$ cat src/rtl/uart_cmd_decoder_if.sv
// Byte stream from the UART receiver into the command decoder.
// The receiver side is the master; the decoder listens as the slave.
interface uart_cmd_decoder_if;
  logic [7:0] i_data;
  logic       i_data_valid;
  logic       i_frame_error;

  modport master (
    output i_data,
    output i_data_valid,
    output i_frame_error
  );

  modport slave (
    input i_data,
    input i_data_valid,
    input i_frame_error
  );
endinterface

$ cat src/rtl/uart_cmd_decoder.sv
// Snake-game key decoder: WASD, P, R and ANSI arrow sequences.
// Blocks 180-degree turns; all outputs registered, events one cycle wide.
module uart_cmd_decoder #(
  parameter int ESC_TIMEOUT = 50000,
  parameter int TIMEOUT_W   = 16
) (
  input  logic               i_clk,
  input  logic               i_rst,
  uart_cmd_decoder_if.slave  rx,
  output logic [1:0]         o_dir,
  output logic               o_dir_valid,
  output logic               o_pause_toggle,
  output logic               o_restart,
  output logic               o_unknown,
  output logic [7:0]         o_frame_err_cnt
);

  typedef enum logic [1:0] {
    IDLE,
    ESC,
    CSI
  } state_e;

  localparam logic [TIMEOUT_W-1:0] TMAX =
    TIMEOUT_W'(ESC_TIMEOUT - 1);

  localparam logic [1:0] D_UP    = 2'b00;
  localparam logic [1:0] D_RIGHT = 2'b01;
  localparam logic [1:0] D_DOWN  = 2'b10;
  localparam logic [1:0] D_LEFT  = 2'b11;

  state_e               state_q, state_d;
  logic [TIMEOUT_W-1:0] timer_q, timer_d;
  logic [1:0]           dir_q, dir_d;
  logic                 dv_q, dv_d;
  logic                 pause_q, pause_d;
  logic                 rst_q, rst_d;
  logic                 unk_q, unk_d;
  logic [7:0]           cnt_q, cnt_d;
  logic                 fe_q;

  logic       fe_rise;
  logic       req_v;
  logic [1:0] req_dir;
  logic       restart;
  logic [7:0] key;

  always_ff @(posedge i_clk) begin
    if (i_rst) begin
      state_q <= IDLE;
      timer_q <= '0;
      dir_q   <= D_RIGHT;
      dv_q    <= 1'b0;
      pause_q <= 1'b0;
      rst_q   <= 1'b0;
      unk_q   <= 1'b0;
      cnt_q   <= 8'd0;
      fe_q    <= 1'b0;
    end else begin
      state_q <= state_d;
      timer_q <= timer_d;
      dir_q   <= dir_d;
      dv_q    <= dv_d;
      pause_q <= pause_d;
      rst_q   <= rst_d;
      unk_q   <= unk_d;
      cnt_q   <= cnt_d;
      fe_q    <= rx.i_frame_error;
    end
  end

  always_comb begin
    state_d = state_q;
    timer_d = (state_q == IDLE) ? '0 : timer_q + 1'b1;
    dir_d   = dir_q;
    dv_d    = 1'b0;
    pause_d = 1'b0;
    rst_d   = 1'b0;
    unk_d   = 1'b0;
    cnt_d   = cnt_q;
    req_v   = 1'b0;
    req_dir = dir_q;
    restart = 1'b0;
    fe_rise = rx.i_frame_error & ~fe_q;

    // Fold upper-case letters onto lower case
    key = rx.i_data;
    if (rx.i_data >= 8'h41 && rx.i_data <= 8'h5A)
      key = rx.i_data | 8'h20;

    if (fe_rise && cnt_q != 8'hFF)
      cnt_d = cnt_q + 8'd1;

    if (rx.i_data_valid) begin
      if (state_q == CSI) begin
        state_d = IDLE;
        req_v   = 1'b1;
        case (rx.i_data)
          8'h41:   req_dir = D_UP;
          8'h42:   req_dir = D_DOWN;
          8'h43:   req_dir = D_RIGHT;
          8'h44:   req_dir = D_LEFT;
          default: begin
            req_v = 1'b0;
            unk_d = 1'b1;
          end
        endcase
      end else if (state_q == ESC &&
                   rx.i_data == 8'h5B) begin
        state_d = CSI;
        timer_d = '0;
      end else begin
        state_d = IDLE;
        case (key)
          8'h77: begin req_v = 1'b1; req_dir = D_UP;    end
          8'h64: begin req_v = 1'b1; req_dir = D_RIGHT; end
          8'h73: begin req_v = 1'b1; req_dir = D_DOWN;  end
          8'h61: begin req_v = 1'b1; req_dir = D_LEFT;  end
          8'h70: pause_d = 1'b1;
          8'h72: restart = 1'b1;
          8'h1B: begin
            state_d = ESC;
            timer_d = '0;
          end
          default: unk_d = 1'b1;
        endcase
      end
    end else if (fe_rise) begin
      state_d = IDLE;
    end else if (state_q != IDLE && timer_q == TMAX) begin
      state_d = IDLE;
    end

    if (restart) begin
      rst_d = 1'b1;
      if (dir_q != D_RIGHT) begin
        dir_d = D_RIGHT;
        dv_d  = 1'b1;
      end
    end else if (req_v && req_dir != dir_q &&
                 req_dir != (dir_q ^ 2'b10)) begin
      dir_d = req_dir;
      dv_d  = 1'b1;
    end
  end

  assign o_dir           = dir_q;
  assign o_dir_valid     = dv_q;
  assign o_pause_toggle  = pause_q;
  assign o_restart       = rst_q;
  assign o_unknown       = unk_q;
  assign o_frame_err_cnt = cnt_q;

endmodule

$ cat src/flat_wrapper.sv
// flat-port wrapper written by rule: the top's interface ports become plain ports
module uart_cmd_decoder_flat 
#(
  parameter int ESC_TIMEOUT = 50000,
  parameter int TIMEOUT_W   = 16
)
  (i_clk, i_rst, o_dir, o_dir_valid, o_pause_toggle, o_restart, o_unknown, o_frame_err_cnt, rx_i_data, rx_i_data_valid, rx_i_frame_error);
  uart_cmd_decoder_if rx_i ();
  input  logic i_clk;
  input  logic i_rst;
  output logic [1:0] o_dir;
  output logic o_dir_valid;
  output logic o_pause_toggle;
  output logic o_restart;
  output logic o_unknown;
  output logic [7:0] o_frame_err_cnt;
  input wire logic [$bits(rx_i.i_data)-1:0] rx_i_data;
  input wire logic [$bits(rx_i.i_data_valid)-1:0] rx_i_data_valid;
  input wire logic [$bits(rx_i.i_frame_error)-1:0] rx_i_frame_error;
  assign rx_i.i_data = rx_i_data;
  assign rx_i.i_data_valid = rx_i_data_valid;
  assign rx_i.i_frame_error = rx_i_frame_error;
  uart_cmd_decoder #(.ESC_TIMEOUT(ESC_TIMEOUT), .TIMEOUT_W(TIMEOUT_W)) u_core (.i_clk(i_clk), .i_rst(i_rst), .rx(rx_i), .o_dir(o_dir), .o_dir_valid(o_dir_valid), .o_pause_toggle(o_pause_toggle), .o_restart(o_restart), .o_unknown(o_unknown), .o_frame_err_cnt(o_frame_err_cnt));
endmodule
$ cat config.mk
export PLATFORM = sky130hd
export DESIGN_NAME = uart_cmd_decoder_flat
export DESIGN_NICKNAME = d
export VERILOG_FILES = /design/src/rtl/uart_cmd_decoder_if.sv /design/src/rtl/uart_cmd_decoder.sv /design/src/flat_wrapper.sv
export SDC_FILE = /design/constraint.sdc
export NUM_CORES = 1
export LEC_CHECK = 0
export ABC_AREA = 1
export CAP_MARGIN = 20
export CELL_PAD_IN_SITES_DETAIL_PLACEMENT = 0
export CELL_PAD_IN_SITES_GLOBAL_PLACEMENT = 1
export CORE_ASPECT_RATIO = 1.2
export CORE_MARGIN = 4
export CORE_UTILIZATION = 38
export CTS_CLUSTER_DIAMETER = 50
export DETAILED_ROUTE_END_ITERATION = 8
export PLACE_DENSITY_LB_ADDON = 0.1
export SLEW_MARGIN = 0
export SYNTH_ARGS = -nofsm -noshare
export SYNTH_HDL_FRONTEND = slang
export SYNTH_SLANG_ARGS = --single-unit
$ cat constraint.sdc
create_clock -name i_clk -period 2.6 [get_ports i_clk]
set_clock_uncertainty 0.15 [all_clocks]
set_input_delay 0.78 -clock i_clk [delete_from_list [all_inputs] [get_ports i_clk]]
set_output_delay 0.78 -clock i_clk [all_outputs]
set_load 0.02 [all_outputs]
==> results by group <==
Synth
  – Post-synth EDFFs: 0
  – Syn Nets: about 260
  – Syn avg cell area: roughly 7.2 sq um
  – Netlist cell types: 34
  – Flops & latches, synth: 33
  – Largest cells by area after synthesis: dfxtp_1, nor2_1, nand2_1
  – Yosys top cell area share: a little under two fifths
  – Synth Warn #: 0
  – Asr flop ratio synth: 0%
  – Synth Area in XOR/XNOR: 3.483%
  – Post-synthesis mux area share: 0%
  – Most common cell in the netlist: nor2_1
  – Compound-Gate Fraction of Synth Area: a little under an eighth
  – Synthesized area: around 0.0018 sq mm
  – Post-Syn Instances: approximately 250
  – Commonest cells post-synth: nor2_1, nand2_1, dfxtp_1
  – Top_reg_cell synth: dfxtp_1
  – Synth Area in Simple Gates: a little under two fifths
  – Main combinational cell family by area after synthesis: simple AND/OR/NAND/NOR gates
  – Register area share after synthesis: a little under two fifths
  – Adder and majority cell fraction of the synthesized area: 1.421%
  – Synth area leader: dfxtp_1

Worst setup path
  – Worst Path Arrival: about 2.5 ns
  – Critical Path RT: 2.63 ns
  – Setup crit end kind: flop
  – CP Launch Point: rx_i_data[0]
  – Startpoint Class: primary input
  – Crit path kind: in -> reg
  – CP Max Fanout: 3
  – RR Startpoint: u_core.o_frame_err_cnt[0]

Floorplan
  – Die X: ~70 um
  – Starting Density: approximately 40%
  – Num rows: 26
  – Core area: about 0.0044 sq mm
  – Ports: 26
  – Full die area: roughly 0.0058 sq mm
  – Die height: slightly above 80 um

Pwr
  – Leak pwr: 0.9552 nW
  – Pwr/cell area: about 480 mW/mm^2
  – Max rail drop VDD: 282.0 uV

Global route
  – First-pass GRT wire length: 6.651 mm
  – Initial antenna violation count: 0
  – Total Routing Usage GR: between 10% and 20%
  – Overflow after GRT: 0
  – Vias in the first global route: ~1600
  – Largest net degree at the start of global routing: 13

Timing
  – Worst-Margin Slew: around 0.4 ns
  – Tmin final: around 2.5 ns
  – RSZ-0062 raised after global routing: false
  – Final WS setup: ~0.13 ns
  – Pins Over Slew Limit: 0
  – Final Hold Viols: 0
  – Crit share post-route: 95.07%
  – Fmax: approximately 0.40 GHz
  – Slew HR: 72.52%
  – Final Setup Violations: 0

Place
  – Placed cell areas: around 0.0022 sq mm
  – Routability Congestion: between 0.8 and 0.9
  – Post-DP HPWL: 2.957 mm
  – Worst slack, placed: -0.2222 ns
  – Placed insts: 347
  – Port bufs: 25

Clock network
  – CTS buffer count: 5
  – Clock slew at reported path FFs: around 0.070 ns
  – Postcts setup bufs: 0
  – CTS tree: built
  – Clk root buf: clkbuf_8
  – Clk_lat worst skew: between 0.2 and 0.3 ns
  – CTS Buffer Depth: 2
  – CTS Hold Bufs: 0
  – CTS sink cnt: 33
  – CTS H-tree lvls: 2
  – Post-cts gate resize count: 0

Cells and area
  – Final instance area: around 0.0024 sq mm
  – Layout cell share with drive strength beyond 1: around a fifth
  – Inserted Diodes: 0
  – Fillers: 438
  – Post-Layout Cell Count: around 360
  – Area grow syn2layout: 35.39%
  – Core Util, Final: between 50% and 60%
  – Final layout net count: 312

Route
  – DRT Wirelength: around 3.8 mm
  – # DRC: 0
  – Post-DRT Antenna Nets: 0
  – Routed vias: between 1500 and 2000
  – Post-DR vias/cell: around 4.7
  – Wire per inst: between 10 and 15 um
  – DRT iter0 DRCs: a little under 70
  – DR pass1 iterations: 4

Min path
  – HP Class: reg -> reg
  – Hold path startpoint: u_core.timer_q[0]

Job
  – Max Cap Viol: 0

Status
  – Status: completed
## area by class of cell
| type | instances | area (sq um) | share of cell area (%) |
|---|---|---|---|
| Clock buffer | 7 | 86.33 | 3.622 |
| Tap cell | 56 | 70.07 | 2.940 |
| Sequential cell | 33 | 660.6 | 27.72 |
| Multi-Input combinational cell | 174 | 973.4 | 40.84 |
| Clock inverter | 1 | 30.03 | 1.260 |
| Inverter | 36 | 135.1 | 5.669 |
| Timing Repair Buffer | 48 | 427.9 | 17.95 |
## stage by stage
stage | hold slack (ns) | TNS, ns | total power (W)
2_1_floorplan | 0.2630 | 0 | 0.0006006
3_3_place_gp | 0.2729 | -2.785 | 0.0006673
3_5_place_dp | 0.2799 | -3.234 | 0.0006665
4_1_cts | 0.2897 | 0 | 0.001169
5_1_grt | 0.3382 | 0 | 0.001204
6_report | 0.2869 | 0 | 0.001155
## kinds of logic (layout without fill, tap and decap cells)
family,count (synthesis),in the layout
XOR/XNOR,7,7
AO/OA/AOI/OAI,33,33
AND/OR/NAND/NOR,132,132
buffers and inverters,38,92
adder cells (fa/ha/maj),2,2
flip-flops,33,33
## sequential cells by signal, summed over array words and instances (netlist names), 2 cells and up
| signal | flops |
|---|---|
| u_core.timer_q | 16 |
| u_core.o_frame_err_cnt | 8 |
| u_core.o_dir | 2 |
| u_core.state_q | 2 |
## cells in the final DEF (no fill, tap or decap)
cell type / count
clkdlybuf4s50_1: 23
o21ai_2: 1
nor3_2: 3
o32ai_1: 2
inv_2: 3
clkbuf_8: 6
ha_1: 2
a31oi_2: 1
nand4_1: 8
a21oi_4: 1
o22ai_1: 1
nand2_2: 8
nor4_1: 1
xor2_1: 5
and3_2: 1
bufinv_16: 1
o21a_1: 1
a21oi_1: 13
clkinv_1: 1
a31oi_1: 2
nor3_1: 7
nor2_1: 36
dfxtp_1: 33
clkbuf_1: 1
or2_2: 1
dlymetal6s2s_1: 2
nand3_2: 2
nand2_1: 36
o21ai_0: 9
nand3b_1: 1
nor2_4: 6
o21ai_1: 1
xnor2_1: 2
a221oi_1: 1
inv_1: 32
nor2_2: 5
nor3b_1: 1
buf_4: 23
nand3_1: 15
nand3_4: 1
## worst paths after layout
check | slack, ns | end | cells after the start
worst max-delay path | 0.13 | u_core.o_dir[1] | 13
worst min-delay path | 0.29 | u_core.timer_q[0] | 1
worst max register to register | 0.73 | u_core.o_frame_err_cnt[4] | 10
worst min register to register | 0.29 | u_core.timer_q[0] | 1
## metal layers
layer	global-route usage (%)	up-vias	part of all wire, %
met2	24.48	24	48
met5	0	-	0
met1	16.94	746	47
met4	5.747	0	1.3
li1	-	909	-
met3	4.358	5	4.5
## critical path, stage by stage
cell             delay [ns]
clkdlybuf4s50_1        0.45
nor2_2                 0.19
nand3_1                0.16
a21oi_1                0.22
nor2_1                 0.11
a21oi_4                0.12
nand2_2                0.07
nand2_1                0.06
nand2_1                0.05
nand2_2                0.07
nand2_2                0.06
nor2_1                 0.11
nor2_2                 0.05
## where the power goes
group / internal, W / switching (W)
Clock: 0.000312 / 0.000187
Combinational: 0.0000626 / 0.0000687
Sequential: 0.000515 / 0.00000899
Power figures use the tool's default switching activity.
